File: src/rtl/wb_arbiter.sv
//------------------------------------------------------------------------------
// wb_arbiter: merges unstallable ALU results and FIFO-buffered load results
// onto the register-file write port, with x0 protection and WAW kill.
// Revision: 1.0
//------------------------------------------------------------------------------
`default_nettype none

module wb_arbiter #(
  parameter int DEPTH = 2,
  parameter int XLEN  = 32
) (
  input  logic            clk,
  input  logic            reset,
  input  logic            alu_valid,
  input  logic [4:0]      alu_rd,
  input  logic [XLEN-1:0] alu_data,
  input  logic            ld_valid,
  input  logic [4:0]      ld_rd,
  input  logic [XLEN-1:0] ld_data,
  output logic            ld_ready,
  output logic            reg_write,
  output logic [4:0]      write_reg,
  output logic [XLEN-1:0] write_data,
  output logic [31:0]     pend_mask
);

  localparam int c_AW = (DEPTH > 1) ? $clog2(DEPTH) : 1;
  localparam logic [c_AW:0] c_FULL = (c_AW + 1)'(DEPTH);

  logic [4:0]      r_rd   [DEPTH];
  logic [XLEN-1:0] r_data [DEPTH];
  logic [DEPTH-1:0] r_live;
  logic [c_AW-1:0] r_wptr;
  logic [c_AW-1:0] r_rptr;
  logic [c_AW:0]   r_count;

  logic w_full;
  logic w_alu_req;
  logic w_push;
  logic w_push_live;
  logic w_pop;
  logic w_head_live;
  logic [31:0] w_mask;

  assign w_full      = (r_count == c_FULL);
  assign ld_ready    = ~w_full;
  assign w_alu_req   = alu_valid && (alu_rd != 5'd0);
  // Loads to x0 are still handshaken so the producer never stalls on them.
  assign w_push      = ld_valid && ~w_full && (ld_rd != 5'd0);
  // A same-cycle ALU write to the same rd is younger, so the load arrives dead.
  assign w_push_live = ~(w_alu_req && (ld_rd == alu_rd));
  assign w_pop       = ~w_alu_req && (r_count != '0);
  assign w_head_live = r_live[r_rptr];

  always_ff @(posedge clk) begin
    if (w_push) begin
      r_rd[r_wptr]   <= ld_rd;
      r_data[r_wptr] <= ld_data;
    end
  end

  always_ff @(posedge clk or posedge reset) begin
    if (reset) begin
      r_live     <= '0;
      r_wptr     <= '0;
      r_rptr     <= '0;
      r_count    <= '0;
      reg_write  <= 1'b0;
      write_reg  <= 5'd0;
      write_data <= '0;
    end else begin
      for (int i = 0; i < DEPTH; i++) begin
        if (w_alu_req && (r_rd[i] == alu_rd)) begin
          r_live[i] <= 1'b0;
        end
      end
      // Popped slots drop their live bit so pend_mask covers only occupied entries.
      if (w_pop) begin
        r_live[r_rptr] <= 1'b0;
        r_rptr         <= r_rptr + 1'b1;
      end
      if (w_push) begin
        r_live[r_wptr] <= w_push_live;
        r_wptr         <= r_wptr + 1'b1;
      end
      if (w_push && !w_pop) begin
        r_count <= r_count + 1'b1;
      end else if (!w_push && w_pop) begin
        r_count <= r_count - 1'b1;
      end

      if (w_alu_req) begin
        reg_write  <= 1'b1;
        write_reg  <= alu_rd;
        write_data <= alu_data;
      end else if (w_pop && w_head_live) begin
        reg_write  <= 1'b1;
        write_reg  <= r_rd[r_rptr];
        write_data <= r_data[r_rptr];
      end else begin
        reg_write  <= 1'b0;
      end
    end
  end

  always_comb begin
    w_mask = '0;
    for (int i = 0; i < DEPTH; i++) begin
      if (r_live[i]) begin
        w_mask[r_rd[i]] = 1'b1;
      end
    end
  end

  assign pend_mask = w_mask;

endmodule

`default_nettype wire

File: config.mk
export PLATFORM = sky130hd
export DESIGN_NAME = wb_arbiter
export DESIGN_NICKNAME = d
export VERILOG_FILES = /design/src/rtl/wb_arbiter.sv
export SDC_FILE = /design/constraint.sdc
export NUM_CORES = 1
export LEC_CHECK = 0
export BUFFER_PORTS_ARGS = -buffer_cell sky130_fd_sc_hd__buf_2
export CAP_MARGIN = 20
export CORE_ASPECT_RATIO = 0.75
export CORE_MARGIN = 3
export CORE_UTILIZATION = 45
export CTS_CLUSTER_SIZE = 20
export DETAILED_ROUTE_END_ITERATION = 6
export PLACE_DENSITY_LB_ADDON = 0.05
export SETUP_SLACK_MARGIN = 0.3
export SYNTH_ARGS = -nofsm -noshare
export SYNTH_HDL_FRONTEND = slang
export SYNTH_SLANG_ARGS = --single-unit
File: constraint.sdc
create_clock -name clk -period 2.35 [get_ports clk]
set_clock_uncertainty 0.05 [all_clocks]
set_input_delay 0.1175 -clock clk [delete_from_list [all_inputs] [get_ports clk]]
set_output_delay 0.1175 -clock clk [all_outputs]
set_load 0.1 [all_outputs]
==> metrics, run 1 <==
nets 750; Final Critical Period 2.06 ns; clk root buf clkbuf_16; Slew Viols, Final 0; H-tree depth reported by CTS 4; initial antenna violation count 0; Post-DP Area 6610 µm²; post-route setup TNS 0 ns; Max FO, Critical Path 6; Hold Crit Start alu_rd[0]; full die area roughly 13,000 µm²; post-route ant nets 0; asr flop ratio synth 0.373; most instantiated library cell after synthesis edfxtp_1; number of global-route vias before repair 4,402; GRT Total Usage 0.228; Ys Warns 0; most used flip-flop cell after synthesis edfxtp_1; Worst Max-Slew Pin Slew just under 0.6 ns; Crit path largest cell delay 0.49 ns; Fin. Hold Viols 0; TritonRoute pass-1 iters 5; EDFF count, synth 74; biggest area consumer among synthesized cells edfxtp_1; PwrDens 1280 nW/µm²; Largest regs r_data (64), write_data (32), r_rd (10); GR peak layer met2; max reg flops 64; P_leak approximately 3.4 nW; Reg-to-Reg Start r_count[0]; Worst setup EP type output port; arrival time worst endpoint 1.89 ns; GR Layer Usage met1 0.309; crit path max-delay cell type edfxtp_1; post-synthesis cell count between 400 and 500; synth cell count leaders edfxtp_1, dfrtp_1, nand2_1, mux2i_1, mux2_2; final instance area 8510 µm²; RSZ-0062 raised after global routing true; Synth top area share 0.417; crit path from r_rd[1][4]; Starting DRT DRC Count between 200 and 300; Avg Inst Size Synth between 10 and 15 µm²; I/O Buffers 148; WP data required around 2.2 ns; via count 4,424; Netlist Area Pre-Place roughly 5300 µm²; Tot Pwr 10.9 mW; final setup violation count 0; flops & latches, synth ~120; GPL Wtd Cong 0.812; Critical Path Source Type flop; status complete, no violations; post-synthesis sequential area ratio 0.623; VDD IR-drop max 978 µV; fraction of layout cells with a size suffix above 1 0.463; final design utilization 0.758; crit path kind flop to output port; Die H around 100 µm; GR Util met3 0.0646; Max clock buf depth 2; main area contributors after synthesis edfxtp_1, dfrtp_1, mux2_2; Max Fclk 487 MHz; Rel. slew slack 0.613; DRC viols 0; clock sink total between 100 and 150; Core Region between 10,000 and 15,000 µm²; worst-skew pair later-pin latency roughly 0.40 ns; max-cap violations 0; die width 132 µm; CP Cell Sequence buf_2 > nand2_1 > o22ai_4 > buf_6; Hold Path Stages 3; fill count 738; HPWL Detailed 9.41 mm; antenna cells 0; WL/cell 18.2 µm; met2 Usage GRT 0.362; final period utilization 0.875; final wirelength 15.3 mm; Initial Util 0.475; CTS tree done; clock slew at reported path FFs 0.05 ns; GR Overflow Total 0; largest net degree at the start of global routing 35; num rows 33; global-route wire length before repair around 24 mm; Hold WC Path Type input pin to flop; syn_nets roughly 490; Num CTS Buffers 17; multi-input logic area 2230 µm²; IO Pins approximately 150; FF-to-FF path depth 5; count of different cell masters after synthesis 35; Area growth syn-to-layout 59.6%; via-per-instance ratio 5.26; Reg area between 3000 and 4000 µm²; most flop-heavy register r_data
per-layer routing:
metal | routed length (µm) | part of all wire
met1 | 6760 | 0.44
met2 | 7290 | 0.48
met3 | 1070 | 0.070
met4 | 192 | 0.013
met5 | 0 | 0
cells by family (layout without fill, tap and decap cells):
family / count (synthesis) / count (layout) / synth area share
compound gates: 83 / 83 / 0.0903
simple gates: 82 / 82 / 0.0783
buf+inv: 32 / 308 / 0.0293
flops: 118 / 118 / 0.623
xor+xnor: 19 / 19 / 0.0312
fa+ha+maj: 1 / 1 / 0.00235
mux: 73 / 73 / 0.145
final cells by class:
class                   instances  area share
clock buffers                  24      0.0578
inverters                       4     0.00265
multi-input cells             258       0.262
well taps                     157      0.0231
clock inverters                 8     0.00867
flip-flops and latches        118       0.390
repair buffers                272       0.255
where the power goes:
part	internal [mW]	switching (mW)
clock	1.56	0.873
sequential	2.83	0.297
combinational	1.65	3.71
per-stage QoR:
stage	setup WS (ns)	hold slack (ns)	instances
after floorplan	-0.297	0.166	408
after global placement	0.356	0.157	706
after detailed placement	0.320	0.168	706
after CTS	0.284	0.00389	822
after global routing	0.217	0.0295	841
final	0.295	0.0432	841
critical path: cells and delay by family, from the launching register on:
family / cells / cell delay (ns)
flip-flops: 1 / 0.49
AO/OA/AOI/OAI: 1 / 0.21
buffers and inverters: 2 / 0.50
AND/OR/NAND/NOR: 1 / 0.28
cells in the final DEF (no fill, tap or decap), types with 14 or more instances in the layout:
| master | Yosys | final |
|---|---|---|
| buf_6 | 3 | 22 |
| dfrtp_1 | 44 | 43 |
| o22ai_4 | 0 | 14 |
| dlygate4sd3_1 | 0 | 75 |
| o21ai_0 | 31 | 31 |
| buf_4 | 0 | 48 |
| edfxtp_1 | 74 | 74 |
| mux2_2 | 36 | 36 |
| nand2_1 | 42 | 42 |
| o22ai_2 | 0 | 18 |
| clkbuf_16 | 0 | 19 |
| buf_2 | 10 | 114 |
| mux2i_1 | 37 | 37 |
timing repair:
| action | CTS | global route |
|---|---|---|
| hold endpoints to repair | 133 | 0 |
| gates resized for setup | 58 | 38 |
| cloned | 0 | 4 |
| hold buffers | 76 | 0 |
| setup buffers | 8 | 15 |
| setup endpoints to repair | 32 | 81 |
| pin swaps | 1 | 8 |
worst paths after layout:
check                           endpoint  slack [ns]
max                        pend_mask[19]        0.29
min                         write_reg[0]        0.04
max reg2reg                r_data[0][14]        0.42
min reg2reg                write_data[2]        0.50
max in group asynchronous  write_data[6]        1.37
min in group asynchronous   write_reg[3]        0.28
No activity file was read; power rests on OpenSTA's default activity.
==> inputs of run 2 (changes only) <==
--- a/config.mk
+++ b/config.mk
@@ -12,8 +12,11 @@
 export CORE_UTILIZATION = 45
 export CTS_CLUSTER_SIZE = 20
 export DETAILED_ROUTE_END_ITERATION = 6
+export HOLD_SLACK_MARGIN = 0.12
 export PLACE_DENSITY_LB_ADDON = 0.05
+export RECOVER_POWER = 50
 export SETUP_SLACK_MARGIN = 0.3
+export SKIP_LAST_GASP = 1
 export SYNTH_ARGS = -nofsm -noshare
 export SYNTH_HDL_FRONTEND = slang
 export SYNTH_SLANG_ARGS = --single-unit
==> metrics, run 2 (same netlist as run 1, synthesis figures left out) <==
Worst setup EP type output port; commonest cells after routing, fill and taps aside dlygate4sd3_1, edfxtp_1, clkbuf_1, buf_2, buf_4; post-route ant nets 0; Max Fclk 487 MHz; via count 4,490; final setup violation count 0; VDD IR-drop max 960 µV; antenna cells 0; H-tree depth reported by CTS 4; HPWL Detailed 9.41 mm; Worst Max-Slew Pin Slew 1.22 ns; Hold WC Path Type input pin to flop; via-per-instance ratio between 5 and 6; clk root buf clkbuf_16; IO Pins approximately 150; arrival time worst endpoint 1.89 ns; WL/cell 18.5 µm; num rows 33; GPL Wtd Cong 0.812; Starting DRT DRC Count 253; Critical Path Source Type flop; Largest regs r_data (64), write_data (32), r_rd (10); Fin. Hold Viols 0; GR Overflow Total 0; Area growth syn-to-layout 58.8%; worst-skew pair later-pin latency 0.40 ns; final instance area 8470 µm²; post-route setup TNS 0 ns; PwrDens ~1300 nW/µm²; Final Critical Period 2.06 ns; CTS tree done; global-route wire length before repair 23.7 mm; GR Layer Usage met1 0.308; max reg flops 64; Die H roughly 100 µm; status complete, no violations; Slew Viols, Final 0; TritonRoute pass-1 iters 5; DRC viols 0; RSZ-0062 raised after global routing true; Num CTS Buffers 17; WP data required ~2.2 ns; Post-DP Area 6610 µm²; I/O Buffers 148; max-cap violations 0; Max clock buf depth 2; GR peak layer met2; fraction of layout cells with a size suffix above 1 0.362; nets between 700 and 800; commonest non-fill, non-tap cell in the layout dlygate4sd3_1; crit path kind flop to output port; Core Region 11,200 µm²; P_leak 3.21 nW; largest net degree at the start of global routing 35; clock slew at reported path FFs 0.06 ns; initial antenna violation count 0; number of global-route vias before repair 4,436; final wirelength 15.7 mm; clock sink total 118; Max FO, Critical Path 9; die width 132 µm; Initial Util 0.475; Rel. slew slack 0.189; GR Util met3 0.0671; full die area around 13,000 µm²; GRT Total Usage 0.229; final period utilization 0.874; most flop-heavy register r_data; met2 Usage GRT 0.362
-- run 2: per-layer routing --
metal | up-vias | wire length, µm | part of all wire
li1 | 2076 | - | -
met1 | 2222 | 6940 | 0.44
met2 | 170 | 7540 | 0.48
met3 | 22 | 938 | 0.060
met4 | 0 | 275 | 0.018
met5 | - | 0 | 0
-- run 2: area by class of cell --
class                   instances  area (µm²)
well taps                     157         196
multi-input cells             258        2230
flip-flops and latches        118        3320
clock buffers                  24         492
inverters                       4        22.5
clock inverters                 8        73.8
fillers                       769        2760
repair buffers                278        2140
-- run 2: worst paths after layout --
kind / start / to / slack, ns / depth (start not counted)
worst max-delay path: r_rd[1][2] / pend_mask[3] / 0.29 / 4
worst min-delay path: alu_valid / write_reg[0] / 0.19 / 4
worst max register to register: r_count[0] / r_data[0][17] / 0.34 / 5
worst min register to register: write_data[4] / write_data[4] / 0.50 / 2
max in group asynchronous: reset / write_data[6] / 0.59 / 4
min in group asynchronous: reset / write_data[10] / 0.49 / 3
-- run 2: worst max-delay path: stages (launching register included) --
cell and delay [ns]:
edfxtp_1 0.39, buf_4 0.19, or3_4 0.44, o22ai_2 0.18, buf_6 0.26
-- run 2: per-stage QoR --
step / power (mW) / hold WS, ns / cells / setup WS, ns / utilization
floorplan: 7.07 / 0.166 / 408 / -0.297 / -
global placement: 7.99 / 0.157 / 706 / 0.356 / 0.588
detailed placement: 8.05 / 0.168 / 706 / 0.320 / 0.588
CTS: 10.7 / 0.139 / 826 / 0.284 / 0.732
global route: 11.3 / 0.191 / 847 / 0.228 / 0.754
finish: 10.9 / 0.193 / 847 / 0.295 / 0.754
-- run 2: repair_timing --
action	4_1_cts	5_1_grt
buffers inserted	8	16
hold buffers	80	1
resized for setup	58	39
setup endpoints to repair	32	81
pin swaps	1	8
gates cloned	0	4
endpoints found under the hold margin	135	2
-- run 2: where the power goes --
part | leakage, nW | internal, mW | switching, mW
clock | 0.276 | 1.56 | 0.869
sequential | 1.21 | 2.84 | 0.303
combinational | 1.72 | 1.58 | 3.72
==> inputs of run 3 (changes only) <==
--- a/config.mk
+++ b/config.mk
@@ -10,6 +10,7 @@
 export CORE_ASPECT_RATIO = 0.75
 export CORE_MARGIN = 3
 export CORE_UTILIZATION = 45
+export CTS_BUF_LIST = sky130_fd_sc_hd__clkbuf_16
 export CTS_CLUSTER_SIZE = 20
 export DETAILED_ROUTE_END_ITERATION = 6
 export HOLD_SLACK_MARGIN = 0.12
==> metrics, run 3 (same netlist as run 1, synthesis figures left out) <==
status complete, no violations; Area growth syn-to-layout 55.9%; die width 132 µm; Largest regs r_data (64), write_data (32), r_rd (10); GPL Wtd Cong 0.812; Die H roughly 100 µm; Final Critical Period 2.06 ns; commonest non-fill, non-tap cell in the layout dlygate4sd3_1; full die area 13,200 µm²; post-route ant nets 0; Worst setup EP type output port; Num CTS Buffers 17; Hold WC Path Type input pin to flop; nets between 700 and 800; crit path max-delay cell type edfxtp_1; RSZ-0062 raised after global routing true; max-cap violations 0; global-route wire length before repair about 24 mm; number of global-route vias before repair 4,413; final setup violation count 0; final period utilization 0.878; IO Pins 149; CP Cell Sequence buf_2 > nand2_1 > o22ai_4 > buf_6; num rows 33; DRC viols 0; PwrDens 1270 nW/µm²; Crit path largest cell delay 0.50 ns; Rel. slew slack 0.197; max reg flops 64; clk root buf clkbuf_16; CP top delay family flip-flops; Critical Path Source Type flop; Slew Viols, Final 0; post-route setup TNS 0 ns; fraction of layout cells with a size suffix above 1 0.344; Tot Pwr 10.6 mW; TritonRoute pass-1 iters 5; via count 4,389; Max Fclk just under 500 MHz; final wirelength 15.1 mm; Max FO, Critical Path 6; HPWL Detailed 9.41 mm; worst-skew pair later-pin latency 0.40 ns; via-per-instance ratio around 5.3; initial antenna violation count 0; GRT Total Usage 0.227; CTS tree done; CP bufs+invs 2; clock slew at reported path FFs 0.06 ns; largest net degree at the start of global routing 35; I/O Buffers roughly 150; VDD IR-drop max 963 µV; Starting DRT DRC Count 230; H-tree depth reported by CTS 4; commonest cells after routing, fill and taps aside dlygate4sd3_1, edfxtp_1, clkbuf_1, buf_2, dfrtp_1; crit path kind flop to output port; GR Overflow Total 0; clock sink total around 120; most flop-heavy register r_data; Core Region 11,200 µm²; Fin. Hold Viols 0; antenna cells 0; Max clock buf depth 2; Worst Max-Slew Pin Slew 1.21 ns; WL/cell 18.1 µm; Initial Util 0.475; WP data required roughly 2.2 ns; arrival time worst endpoint roughly 1.9 ns; P_leak 3.13 nW
## run 3: final cells by class
cell class	count	area, µm²
Clock buffer	17	425
Clock inverter	15	100
Timing Repair Buffer	266	2030
Tap cell	157	196
Multi-Input combinational cell	258	2220
Fill cell	794	2910
Inverter	4	22.5
Sequential cell	118	3320
## run 3: routing by layer
metal,global-route usage,up-vias,share of wire
li1,-,2042,-
met1,0.309,2149,0.44
met2,0.358,169,0.48
met3,0.0641,29,0.062
met4,0.0718,0,0.018
met5,0,-,0
## run 3: power breakdown
group | total, mW | leakage (nW) | internal (mW) | switching, mW
sequential | 3.13 | 1.21 | 2.84 | 0.298
clock | 2.29 | 0.266 | 1.42 | 0.871
combinational | 5.14 | 1.65 | 1.48 | 3.66
total | 10.6 | 3.13 | 5.73 | 4.83
## run 3: what timing repair did
action | CTS | global route
pin swaps | 1 | 9
endpoints found under the setup margin | 32 | 46
endpoints found under the hold margin | 135 | 0
gates resized for setup | 57 | 42
hold buffers | 80 | 0
buffers inserted | 8 | 9
## run 3: worst paths after layout
kind                          startpoint            end  slack (ns)  cells past startpoint
hold / removal                 alu_valid   write_reg[0]        0.18                      4
max in group asynchronous          reset  write_data[1]        0.63                      4
setup / recovery              r_rd[1][4]  pend_mask[19]        0.29                      4
hold reg to reg            write_data[4]  write_data[4]        0.50                      2
setup reg to reg              r_count[0]  r_data[0][29]        0.39                      5
min in group asynchronous          reset   write_reg[2]        0.46                      3
## run 3: worst reg2reg max path, cell delays in order (launching register included)
cell and delay [ns]:
dfrtp_1 0.48, nand2b_1 0.26, o211ai_1 0.20, or2_4 0.30, clkinvlp_4 0.12, buf_12 0.22
## run 3: per-stage QoR
stage | setup WS, ns | area, µm² | util | std cells | hold slack [ns]
floorplan | -0.297 | 5650 | - | 408 | 0.166
global placement | 0.356 | 6610 | 0.588 | 706 | 0.157
detailed placement | 0.320 | 6610 | 0.588 | 706 | 0.168
CTS | 0.288 | 8180 | 0.728 | 826 | 0.143
global route | 0.206 | 8320 | 0.741 | 835 | 0.182
finish | 0.287 | 8320 | 0.741 | 835 | 0.178
